### src/rtl/univ_shift_reg.sv
// Universal DEPTH x WIDTH shift register (hold / shift up / shift down / parallel load) with frame pulse.
// Define SHREG_ROTATE_EN to make the rot input recirculate the outgoing end stage on shifts.
module univ_shift_reg #(
    parameter int unsigned WIDTH = 1,
    parameter int unsigned DEPTH = 4
) (
    input  logic                   clk,
    input  logic                   rst,
    input  logic                   en,
    input  logic [1:0]             mode,
    input  logic [WIDTH-1:0]       sin_up,
    input  logic [WIDTH-1:0]       sin_dn,
    input  logic                   rot,
    input  logic [DEPTH*WIDTH-1:0] pin,
    output logic [DEPTH*WIDTH-1:0] pout,
    output logic [WIDTH-1:0]       sout_up,
    output logic [WIDTH-1:0]       sout_dn,
    output logic                   frame_done
);

    typedef enum logic [1:0] {
        MODE_HOLD = 2'b00,
        MODE_UP   = 2'b01,
        MODE_DN   = 2'b10,
        MODE_LOAD = 2'b11
    } mode_t;

    localparam int unsigned CW = $clog2(DEPTH);

    // Packed so that stage i sits at bits [i*WIDTH +: WIDTH], matching pin/pout.
    logic [DEPTH-1:0][WIDTH-1:0] stage;
    logic [CW-1:0]               cnt;
    logic [WIDTH-1:0]            up_in;
    logic [WIDTH-1:0]            dn_in;
    mode_t                       op;

    always_comb begin
        op = MODE_HOLD;
        if (en) op = mode_t'(mode);
    end

`ifdef SHREG_ROTATE_EN
    always_comb begin
        up_in = rot ? stage[DEPTH-1] : sin_up;
        dn_in = rot ? stage[0]       : sin_dn;
    end
`else
    logic unused_rot;
    assign unused_rot = rot;

    always_comb begin
        up_in = sin_up;
        dn_in = sin_dn;
    end
`endif

    always_ff @(posedge clk) begin
        if (rst) begin
            stage      <= '0;
            cnt        <= '0;
            frame_done <= 1'b0;
        end else begin
            frame_done <= 1'b0;
            case (op)
                MODE_UP: begin
                    stage[DEPTH-1:1] <= stage[DEPTH-2:0];
                    stage[0]         <= up_in;
                end
                MODE_DN: begin
                    stage[DEPTH-2:0] <= stage[DEPTH-1:1];
                    stage[DEPTH-1]   <= dn_in;
                end
                MODE_LOAD: begin
                    stage <= pin;
                    cnt   <= '0;
                end
                default: ;
            endcase
            if (op == MODE_UP || op == MODE_DN) begin
                if (cnt == CW'(DEPTH - 1)) begin
                    cnt        <= '0;
                    frame_done <= 1'b1;
                end else begin
                    cnt <= cnt + CW'(1);
                end
            end
        end
    end

    assign pout    = stage;
    assign sout_up = stage[DEPTH-1];
    assign sout_dn = stage[0];

endmodule
### config.mk
export PLATFORM = sky130hd
export DESIGN_NAME = univ_shift_reg
export DESIGN_NICKNAME = d
export VERILOG_FILES = /design/src/rtl/univ_shift_reg.sv
export SDC_FILE = /design/constraint.sdc
export NUM_CORES = 1
export LEC_CHECK = 0
export BUFFER_PORTS_ARGS = -buffer_cell sky130_fd_sc_hd__buf_2
export CAP_MARGIN = 40
export CORE_MARGIN = 3
export CORE_UTILIZATION = 30
export CTS_CLUSTER_DIAMETER = 200
export CTS_CLUSTER_SIZE = 20
export DETAILED_ROUTE_END_ITERATION = 8
export GPL_ROUTABILITY_DRIVEN = 1
export PLACE_DENSITY = 0.6
export SYNTH_ARGS = -nofsm -noshare
export SYNTH_HDL_FRONTEND = slang
export SYNTH_SLANG_ARGS = --single-unit
### constraint.sdc
create_clock -name clk -period 2.4 [get_ports clk]
set_input_delay 0.24 -clock clk [delete_from_list [all_inputs] [get_ports clk]]
set_output_delay 0.24 -clock clk [all_outputs]
set_load 0.02 [all_outputs]
### Word level (Yosys, flattened, before mapping)

Cells that the tools add are included.

* add/sub/neg operators: 1
* eq/ne operators: 4
* mux-type cells: 6
* bitwise gates (word level): 1
* reduce and logical (&&, ||, !) cells: 4

Operators by type and width (count)
* $pmux 4 s3: 1
* $mux 2: 4
* $eq 2x2->1 const B: 3
* $reduce_bool 3->1: 1
* $add 2x1->2 const B: 1
* $eq 2x1->1 const B: 1
* $reduce_bool 2->1: 1
* $reduce_or 2->1: 1
* $logic_or 1x1->1: 1
* $mux 1: 1
* $not 1->1: 1

* register bits: 7
* input bits: 12
* logic and storage cells: 22

### Longest topological paths before layout

* word-level depth: 5
* mapped depth: 6
* depth with buffers taken out: 6

### Least setup slack after synthesis

No wires, ideal clock.

* kind: input port to flip-flop
* from: in en
* to: reg stage (netlist bit pout[1])
* setup time: 70 ps
* arrival time: 1058 ps
* slack: 1273 ps
* cell stages on the path: 6
* cells stage by stage: nand2_2 -> inv_2 -> ha_1 -> a22oi_1 -> a211o_1 -> a21oi_1

* word-level cells in the longest chain between the ends: 3
* elaborated cells on any way between the ends: 6
* those cells by class: eq/ne (3); mux (2); reduce/logical (1)

RTL lines
* from (decl): line 9 `input logic en,`
* $mux 2 (*): line 39 `if (en) op = mode_t'(mode);`
* $eq 2x2->1 / $eq 2x1->1 (equally long branches): line 64 `case (op)`
* $pmux 4 s3 / $reduce_bool 3->1 (equally long branches)
* to (signal, indexed assignment): line 66 `stage[DEPTH-1:1] <= stage[DEPTH-2:0];`
* to (signal, indexed assignment): line 70 `stage[DEPTH-2:0] <= stage[DEPTH-1:1];`
* to (signal, indexed assignment): line 71 `stage[DEPTH-1] <= dn_in;`
* to (decl): line 31 `logic [DEPTH-1:0][WIDTH-1:0] stage;`

Mark *: on every way between the ends. The rest lies on a longest branch, timed or not.
A chain may end at the register's enable or synchronous reset.

### Final worst setup path

* from: in en
* to: reg stage (netlist bit sout_dn)

Same word-level chain as after synthesis.

==> impl_metrics.ini <==
[pwr]
swShare_pct = 26.8
p_int_uw = 208
pwr-share-clk_pct = 36.7
p_leak_uw = 0.000242
power.net_switching_uw = 76.3
powerDensity_nw_per_um2 = 569
irDropWorstVdd_mv = 0.249
seqPwrFrac_pct = 44.3
power_frac_comb_pct = 19.0

[sta]
setup_viol = 0
fin_setup_tns_ns = 0
slew_headroom_pct = 73.9
fmax_mhz = 858
hold_viol = 0
worst_slew_pin_slew_ns = 0.392
rsz0062_at_grt = no
fin_crit_ns = 1.17
period_share_pct = 48.6
skew_ns = 0.00134
final_max_slew_viol_count = 0

[die]
row_count = 12
io_pins = 19
initial_core_util_pct = 33.9
die_w_um = 42.4
fp.dieArea_sq_um = 1790
die_y_um = 42.4
core_region_area_sq_um = 1170

[logic_synthesis]
ys_types = 15
ys_seq_area_share_pct = 35.3
synth_top_cell_area_share_pct = 35.3
synth_area_leaders = dfxtp_1 (35%), a21oi_1 (13%), ha_1 (13%), a211o_1 (8.8%), a22oi_1 (7.6%)
synth_nets = 61
postSynthAreaPerCell_sq_um = 8.81
synthesis.area_sq_um = 397
ys_warn_count = 0
ys_ff_latch = 7
syn-instance-count = 45
synth_largest_area_cell = dfxtp_1

[global_routing]
grt_pass1_vias = 345
grt_max_degree = 13
overflow = 0
grt_use_met1_pct = 13.8
busiest_layer = met2
grt.total_usage_pct = 10.6
grt_pass1_wl_um = 1440
antenna_found_initial = 0
grtUsageMet2_pct = 14.3
grt.met3_usage_pct = 2.15

[clocking]
postCtsSetupRepairBufs = 0
cts_tree = built
cts_buffers = 3
cts.sinks = 7
htree_levels = 1
root_buffer = clkbuf_4
cts_resized = 0
clk_latency_ns = 0.25
cts_buffer_depth = 2
clk_pin_slew_ns = 0.05
cts_hold_buf = 0

[placement]
place_congestion = 0.690
io_buffers = 17
hpwl_um = 664

[worst_setup_path]
cp.arrival_ns = 1.34
startpoint_type = input port
required_ns = 2.58
path_max_fanout = 6
crit_type = in -> reg
end_kind = register

[detailed_routing]
num_vias = 376
ant_nets = 0
routedWlPerCell_um = 11.4
via_per_inst = 4.88
first_pass_iters = 4
routed_wl_um = 875
route.detailed.drc = 0
detail_route.iter0.violations = 5

[layout]
drive_gt1_share_pct = 34.9
final_net_count = 80
area_delta_synth_final_pct = 25.9
n_antenna_cell = 0
postLayoutCoreUtil_pct = 42.6

[run_status]
status = finished clean

[worst_hold_path]
hp-class = in -> reg

[run]
max-cap-violations = 0
[layout by cell type (no fill, tap or decap)]
cell type	synthesis	layout
clkbuf_4	0	3
and3b_1	1	1
inv_2	1	1
a22oi_1	4	4
ha_1	4	4
buf_2	0	17
nand3b_1	1	1
nor2_1	1	1
nand2_2	1	1
nand2_1	6	6
a211o_1	4	4
inv_1	1	1
nor4b_1	1	1
clkbuf_1	0	1
a21oi_1	10	10
dfxtp_1	7	7
[synthesized netlist by cell type, drive strengths merged]
cell    instances
nand2           7
nor2            1
buf             3
a211o           4
nand3b          1
ha              4
a21oi          10
dfxtp           7
a22oi           4
inv             2
nor4b           1
and3b           1
[final cells by class]
| cell class | instances | area, sq um |
|---|---|---|
| Fill cell | 123 | 672 |
| Multi-Input combinational cell | 33 | 223 |
| Sequential cell | 7 | 140 |
| Timing Repair Buffer | 17 | 85.1 |
| Clock buffer | 4 | 26.3 |
| Tap cell | 14 | 17.5 |
| Inverter | 2 | 7.51 |
[worst max-delay path, stage by stage]
cell	delay, ns
buf_2	0.14
nand2_2	0.07
inv_2	0.10
ha_1	0.24
a22oi_1	0.11
a211o_1	0.30
a21oi_1	0.14
[kinds of logic (layout without fill, tap and decap cells)]
group	count (synthesis)	in the layout	share of synthesized area, %
AO/OA/AOI/OAI	18	18	29.0
flip-flops	7	7	35.3
buffers and inverters	5	23	8.51
adder cells (fa/ha/maj)	4	4	12.6
AND/OR/NAND/NOR	11	11	14.5
[registers in the layout, indices dropped and copies added, names as in the netlist]
name,flops
sout_dn,1
pout,2
frame_done,1
cnt,2
sout_up,1
[metal layers]
layer  vias to the layer above  part of all wire (%)  wire, um
li1                        198                     -         -
met3                         2                   6.6        58
met4                         0                   1.0         9
met5                         -                     0         0
met2                         9                    46       401
met1                       167                    46       406
[per-stage QoR]
step                hold slack, ns  area (sq um)  setup WS, ns  total power [uW]  instances
floorplan                    0.309           397          1.27               165         45
global placement             0.456           473         0.988               182         73
detailed placement           0.460           473         0.976               183         73
CTS                          0.237           499          1.24               291         77
global route                 0.250           499          1.11               302         77
finish                       0.238           499          1.23               284         77
[final timing paths]
kind	from	endpoint	slack, ns	depth (start not counted)
setup / recovery	en	sout_dn	1.23	7
hold / removal	rst	pout[2]	0.24	2
setup reg to reg	cnt[0]	cnt[0]	1.41	4
hold reg to reg	cnt[1]	cnt[1]	0.48	2
[power groups by stage]
stage / clock, uW / combinational, uW / sequential [uW]
after floorplan: 0 / 32.4 / 132
after global placement: 0 / 53.5 / 128
after detailed placement: 0 / 54.5 / 128
after CTS: 111 / 54.7 / 126
after global routing: 115 / 60.2 / 126
final: 104 / 54.1 / 126
Note: power is estimated with default switching activity, not from simulation.
